[src/rtl/mux4_rr_sched_pkg.sv]
// Shared constants, channel-index type and round-robin search helper for the
// four-channel sample merger.
package mux4_pkg;

    localparam int NCH  = 4;
    localparam int SELW = 2;

    typedef logic [SELW-1:0] ch_t;

    typedef struct packed {
        logic found;
        ch_t  idx;
    } rr_t;

    // Search last+1, last+2, ... wrapping modulo NCH; last itself is checked last.
    function automatic rr_t next_rr(ch_t last, logic [NCH-1:0] req);
        rr_t r;
        ch_t c;
        r.found = 1'b0;
        r.idx   = '0;
        for (int i = 1; i <= NCH; i++) begin
            c = ch_t'(last + ch_t'(i));
            if (!r.found && req[c]) begin
                r.found = 1'b1;
                r.idx   = c;
            end
        end
        return r;
    endfunction

endpackage

[src/rtl/mux4_rr_sched_if.sv]
// Source/consumer side bundle of the four-channel sample merger.
interface mux4_rr_sched_if #(parameter int W = 16);
    import mux4_pkg::*;

    logic [W-1:0]   D0, D1, D2, D3;
    logic [NCH-1:0] STB;
    logic [NCH-1:0] ENA;
    logic [NCH-1:0] ACK;
    logic [W-1:0]   Q;
    ch_t            QCH;
    logic           QV;
    logic           RDY;
    logic [NCH-1:0] OVR;
    logic           OVRCLR;

    modport master (
        input  D0, D1, D2, D3, STB, ENA, RDY, OVRCLR,
        output ACK, Q, QCH, QV, OVR
    );

    modport slave (
        output D0, D1, D2, D3, STB, ENA, RDY, OVRCLR,
        input  ACK, Q, QCH, QV, OVR
    );

endinterface

[src/rtl/mux4_rr_sched_reg_w.sv]
// Registered 4:1 word mux: loads the selected channel word when CE is high.
module mux4_reg_w
    import mux4_pkg::*;
#(
    parameter int W = 16
) (
    input  logic         CLK,
    input  logic         RST,
    input  logic [W-1:0] D0,
    input  logic [W-1:0] D1,
    input  logic [W-1:0] D2,
    input  logic [W-1:0] D3,
    input  ch_t          S,
    input  logic         CE,
    output logic [W-1:0] Q
);

    always_ff @(posedge CLK) begin
        if (RST) begin
            Q <= '0;
        end else if (CE) begin
            case (S)
                2'd0: Q <= D0;
                2'd1: Q <= D1;
                2'd2: Q <= D2;
                2'd3: Q <= D3;
            endcase
        end
    end

endmodule

[src/rtl/mux4_rr_sched.sv]
// Round-robin merger of four strobed sample streams into one tagged stream.
// Optional MUX4_CH0_PRIO_EN: channel 0 gets strict priority over the rotation.
module mux4_rr_sched
    import mux4_pkg::*;
#(
    parameter int W               = 16,
    parameter bit OVR_CLR_ON_READ = 1'b0
) (
    input logic             CLK,
    input logic             RST,
    mux4_rr_sched_if.master bus
);

    logic [NCH-1:0] pend;
    logic [NCH-1:0] pend_nxt;
    logic [NCH-1:0] ovr;
    logic [NCH-1:0] ovr_set;
    logic [NCH-1:0] req;
    logic [NCH-1:0] gnt_oh;
    ch_t            last;
    ch_t            qch;
    logic           qv;
    logic           free;
    logic           grant;
    rr_t            pick;

    always_comb begin
        req = pend & bus.ENA;
`ifdef MUX4_CH0_PRIO_EN
        if (req[0]) begin
            pick.found = 1'b1;
            pick.idx   = '0;
        end else begin
            pick = next_rr(last, req & 4'b1110);
        end
`else
        pick = next_rr(last, req);
`endif
    end

    assign free   = !qv || bus.RDY;
    assign grant  = free && pick.found;
    assign gnt_oh = grant ? (4'b0001 << pick.idx) : 4'b0000;

    // A strobe coinciding with its own grant is a fresh sample, not an overrun.
    always_comb begin
        pend_nxt = pend;
        ovr_set  = '0;
        for (int n = 0; n < NCH; n++) begin
            if (!bus.ENA[n]) begin
                pend_nxt[n] = 1'b0;
            end else if (bus.STB[n]) begin
                pend_nxt[n] = 1'b1;
                ovr_set[n]  = pend[n] && !gnt_oh[n];
            end else if (gnt_oh[n]) begin
                pend_nxt[n] = 1'b0;
            end
        end
    end

    always_ff @(posedge CLK) begin
        if (RST) begin
            pend <= '0;
            ovr  <= '0;
            last <= 2'd3;
            qv   <= 1'b0;
            qch  <= '0;
        end else begin
            pend <= pend_nxt;
            if (OVR_CLR_ON_READ && bus.OVRCLR) begin
                ovr <= ovr_set;
            end else begin
                ovr <= ovr | ovr_set;
            end
            if (grant) begin
                qv  <= 1'b1;
                qch <= pick.idx;
`ifdef MUX4_CH0_PRIO_EN
                if (pick.idx != '0) begin
                    last <= pick.idx;
                end
`else
                last <= pick.idx;
`endif
            end else if (free) begin
                qv <= 1'b0;
            end
        end
    end

    mux4_reg_w #(.W(W)) u_reg (
        .CLK (CLK),
        .RST (RST),
        .D0  (bus.D0),
        .D1  (bus.D1),
        .D2  (bus.D2),
        .D3  (bus.D3),
        .S   (pick.idx),
        .CE  (grant),
        .Q   (bus.Q)
    );

    assign bus.ACK = gnt_oh;
    assign bus.QCH = qch;
    assign bus.QV  = qv;
    assign bus.OVR = ovr;

endmodule

[src/flat_wrapper.sv]
// flat-port wrapper written by rule: the top's interface ports become plain ports
module mux4_rr_sched_flat import mux4_pkg::*;
#(
    parameter int W               = 16,
    parameter bit OVR_CLR_ON_READ = 1'b0
)
  (CLK, RST, bus_D0, bus_D1, bus_D2, bus_D3, bus_STB, bus_ENA, bus_RDY, bus_OVRCLR, bus_ACK, bus_Q, bus_QCH, bus_QV, bus_OVR);
  mux4_rr_sched_if #(.W(W)) bus_i ();
  input logic CLK;
  input logic RST;
  input wire logic [$bits(bus_i.D0)-1:0] bus_D0;
  input wire logic [$bits(bus_i.D1)-1:0] bus_D1;
  input wire logic [$bits(bus_i.D2)-1:0] bus_D2;
  input wire logic [$bits(bus_i.D3)-1:0] bus_D3;
  input wire logic [$bits(bus_i.STB)-1:0] bus_STB;
  input wire logic [$bits(bus_i.ENA)-1:0] bus_ENA;
  input wire logic [$bits(bus_i.RDY)-1:0] bus_RDY;
  input wire logic [$bits(bus_i.OVRCLR)-1:0] bus_OVRCLR;
  output wire logic [$bits(bus_i.ACK)-1:0] bus_ACK;
  output wire logic [$bits(bus_i.Q)-1:0] bus_Q;
  output wire logic [$bits(bus_i.QCH)-1:0] bus_QCH;
  output wire logic [$bits(bus_i.QV)-1:0] bus_QV;
  output wire logic [$bits(bus_i.OVR)-1:0] bus_OVR;
  assign bus_i.D0 = bus_D0;
  assign bus_i.D1 = bus_D1;
  assign bus_i.D2 = bus_D2;
  assign bus_i.D3 = bus_D3;
  assign bus_i.STB = bus_STB;
  assign bus_i.ENA = bus_ENA;
  assign bus_i.RDY = bus_RDY;
  assign bus_i.OVRCLR = bus_OVRCLR;
  assign bus_ACK = bus_i.ACK;
  assign bus_Q = bus_i.Q;
  assign bus_QCH = bus_i.QCH;
  assign bus_QV = bus_i.QV;
  assign bus_OVR = bus_i.OVR;
  mux4_rr_sched #(.W(W), .OVR_CLR_ON_READ(OVR_CLR_ON_READ)) u_core (.CLK(CLK), .RST(RST), .bus(bus_i));
endmodule
[config.mk]
export PLATFORM = sky130hd
export DESIGN_NAME = mux4_rr_sched_flat
export DESIGN_NICKNAME = d
export VERILOG_FILES = /design/src/rtl/mux4_rr_sched_pkg.sv /design/src/rtl/mux4_rr_sched_if.sv /design/src/rtl/mux4_rr_sched_reg_w.sv /design/src/rtl/mux4_rr_sched.sv /design/src/flat_wrapper.sv
export SDC_FILE = /design/constraint.sdc
export NUM_CORES = 1
export LEC_CHECK = 0
export BUFFER_PORTS_ARGS = -buffer_cell sky130_fd_sc_hd__buf_2
export CELL_PAD_IN_SITES_DETAIL_PLACEMENT = 1
export CELL_PAD_IN_SITES_GLOBAL_PLACEMENT = 1
export CORE_ASPECT_RATIO = 0.7
export CORE_MARGIN = 3
export CORE_UTILIZATION = 34
export DETAILED_ROUTE_END_ITERATION = 8
export GPL_TIMING_DRIVEN = 0
export HOLD_SLACK_MARGIN = 0.12
export PLACE_DENSITY = 0.87
export SYNTH_ARGS = -nofsm -noshare
export SYNTH_HDL_FRONTEND = slang
export SYNTH_HIERARCHICAL = 1
export SYNTH_SLANG_ARGS = --single-unit
[constraint.sdc]
create_clock -name CLK -period 4.94 [get_ports CLK]
set_clock_uncertainty 0.1 [all_clocks]
set_input_delay 0.741 -clock CLK [delete_from_list [all_inputs] [get_ports CLK]]
set_output_delay 0.741 -clock CLK [all_outputs]
set_load 0.02 [all_outputs]
==> results.cfg <==
[outcome]
status = complete, no violations

[critical_path]
startpoint_type = input port
critPathMostFrequentCell = buf_2
cp_slowest_cell = nor3b_4
crit_chain = buf_2 -> a22o_2 -> o21a_4 -> nor3b_4 -> nor2b_1 -> buf_2
crit_type = in2out
reg2reg_to = u_core/u_reg/Q[0]
path_buf_inv = 2
slowest_delay_ns = 0.45
cp.arrival_ns = 2.16
crit_path_end = bus_ACK[0]
startpoint = bus_ENA[1]
reg2regPathDepth = 7
path_delay_family = simple AND/OR/NAND/NOR gates
r2r_slack_ns = 2.55
cp-end-kind = output pin
required_ns = 4.10
worstReg2RegStart = u_core/last[1]
path_max_fanout = 15
critical_path_depth = 6

[cells_and_area]
fin_area_sq_mm = 0.00243
layout_common_cells = 106 x buf_2, 32 x mux2i_1, 29 x dfxtp_1, 16 x or3b_2
area_growth_pct = 38.6
num_antenna_cells = 0
fin_nets = 355
layout.cells.most_common = buf_2
drive_gt1_share_pct = 53.0
fin_cells = 348

[placed_design]
placed_cells = 341
dp_hpwl_microns = 4900
portBuffers = 101
postPlaceCellArea_sq_mm = 0.00235
gp_congestion = 0.801

[pwr]
switching_share_pct = 30.7
p_seq_share_pct = 41.5
clkPwrFrac_pct = 31.4
peakVddDrop_v = 0.000128
p_leak_uw = 0.00107
p_per_area_mw_per_mm2 = 261
switchingPower_uw = 195
p_comb_share_pct = 27.1
intPower_uw = 440

[sta]
tightest_slew_ns = 0.526
max-slew-margin-rel_pct = 64.9
fmax_mhz = 334
fin_crit_sh_pct = 60.7
slew_viol_final = 0
hold_viol_final = 0
hold-worst-slack_ns = 0.399
rsz0062_at_grt = no
min_period_ns = 3.00
setup_viol = 0
tns_ns = 0

[logic_synthesis]
async_flop_share_pct = 0
ys_seq_area_share_pct = 33.0
synth-main-ff-cell = dfxtp_1
ys_types = 36
synth_cells = 171
netlist_area_sq_mm = 0.00176
ys_ff_latch = 29
synth_edf_count = 0
synth_top_cell_by_area = dfxtp_1
avgSynthCellArea_sq_um = 10.3
synth_area_leaders = dfxtp_1 33%, mux2i_1 18%, o221ai_2 8.5%, or3b_2 8.0%, o221ai_1 3.0%
synth_nets = 247
ys_warn_count = 6
synth_top_area_share_pct = 33.0

[clock_network]
cts_tree = built
post_cts_buffers = 0
clock_path_buffers = 2
ctsHoldBuffers = 0
cts_max_level = 2
insertion_delay_ns = 0.28
clockRootBuffer = clkbuf_8
clk_transition_reported_paths_ns = 0.06
cts_resized = 0
numClockSinks = 29
cts-buffers-inserted = 5

[grt]
grt_start_max_net_pins = 16
grt_pass1_vias = 1964
antenna_found_initial = 0
overflow = 0
grt_use_total_pct = 21.2
grt_pass1_wl_microns = 9960

[floorplan]
start_util_pct = 35.9
core_area_sq_mm = 0.00489
die_x_microns = 91.9
die_area_sq_mm = 0.00608
chipHeight_microns = 66.1
fp-row-count = 21
ioPinCount = 103

[drt]
routed_via_density = 5.27
drt_iter0_drc = 64
drt_wl_total_microns = 6160
ant_nets = 0
vias = 1835
drc = 0
first_pass_iters = 4
wl_per_cell_microns = 17.7

[min_path]
min_path_cells = 2
hp-class = reg2reg

[run]
max_cap_violations = 0
-- stage by stage --
step / power (uW) / utilization, % / worst slack, ns
2_1_floorplan: 369 / - / 2.29
4_1_cts: 642 / 49.8 / 1.95
3_3_place_gp: 436 / 48.1 / 1.98
5_1_grt: 672 / 49.8 / 1.79
3_5_place_dp: 441 / 48.1 / 1.95
6_report: 635 / 49.8 / 1.94
-- area by class of cell --
type | instances | area, sq um
Fill cell | 612 | 2450
Tap cell | 69 | 86.3
Sequential cell | 29 | 581
Buffer | 10 | 55.1
Multi-Input combinational cell | 132 | 1120
Clock buffer | 7 | 86.3
Timing Repair Buffer | 101 | 505
-- cell usage after synthesis, types with 2 or more instances --
library cell,instances
mux2i_1,32
dfxtp_1,29
or3b_2,16
a21oi_1,10
o221ai_2,10
nor2_1,9
nor3_1,7
nor2b_1,6
o221ai_1,6
buf_2,5
o21ai_0,4
a31oi_1,3
and2_1,3
a211oi_1,2
a211oi_2,2
a22oi_1,2
clkbuf_1,2
nand3_1,2
nand3b_1,2
o211ai_1,2
o21bai_1,2
-- worst min path at each step --
stage	from	to	slack, ns
after detailed placement	u_core/bus.QCH[0]	u_core/bus.QCH[0]	0.40
final	u_core/bus.QCH[0]	u_core/bus.QCH[0]	0.40
after global placement	u_core/bus.QCH[1]	u_core/bus.QCH[1]	0.38
after CTS	u_core/bus.QCH[0]	u_core/bus.QCH[0]	0.41
after floorplan	u_core/last[0]	u_core/last[0]	0.40
after global routing	u_core/bus.QCH[0]	u_core/bus.QCH[0]	0.44
-- worst register-to-register path: cells and delay by family (launching register included) --
kind / cells / cell delay, ns
AOI/OAI and AO/OA: 2 / 0.36
buffers and inverters: 2 / 0.56
DFF: 1 / 0.47
muxes: 1 / 0.30
and+or+nand+nor: 2 / 0.47
-- cells by family (layout without fill, tap and decap cells) --
| logic type | count (synthesis) | after routing | synth area share, % |
|---|---|---|---|
| buffers and inverters | 10 | 118 | 3.13 |
| multiplexers | 32 | 32 | 18.2 |
| AND/OR/NAND/NOR | 51 | 51 | 20.1 |
| AO/OA/AOI/OAI | 49 | 49 | 25.5 |
| flip-flops | 29 | 29 | 33.0 |
-- sequential cells by signal, summed over array words and instances, names as in the netlist --
signal          flops
u_core/pend         4
u_core/bus.QV       1
u_core/bus.QCH      2
u_core/bus.OVR      4
u_core/last         2
u_core/u_reg/Q     16
-- routing by layer --
| metal | vias to the layer above | track usage (%) | part of all wire (%) |
|---|---|---|---|
| li1 | 890 | - | - |
| met4 | 0 | 6.30 | 1.1 |
| met5 | - | 0 | 0 |
| met1 | 892 | 27.6 | 47 |
| met2 | 46 | 36.0 | 48 |
| met3 | 7 | 3.75 | 4.0 |
-- power by group through the flow --
stage	Clock, uW	Sequential [uW]	Combinational [uW]
after floorplan	0	286	82.7
after global placement	0	267	169
after detailed placement	0	268	173
after CTS	204	263	174
after global routing	218	266	189
final	199	263	172
(Power assumes the default switching activity.)
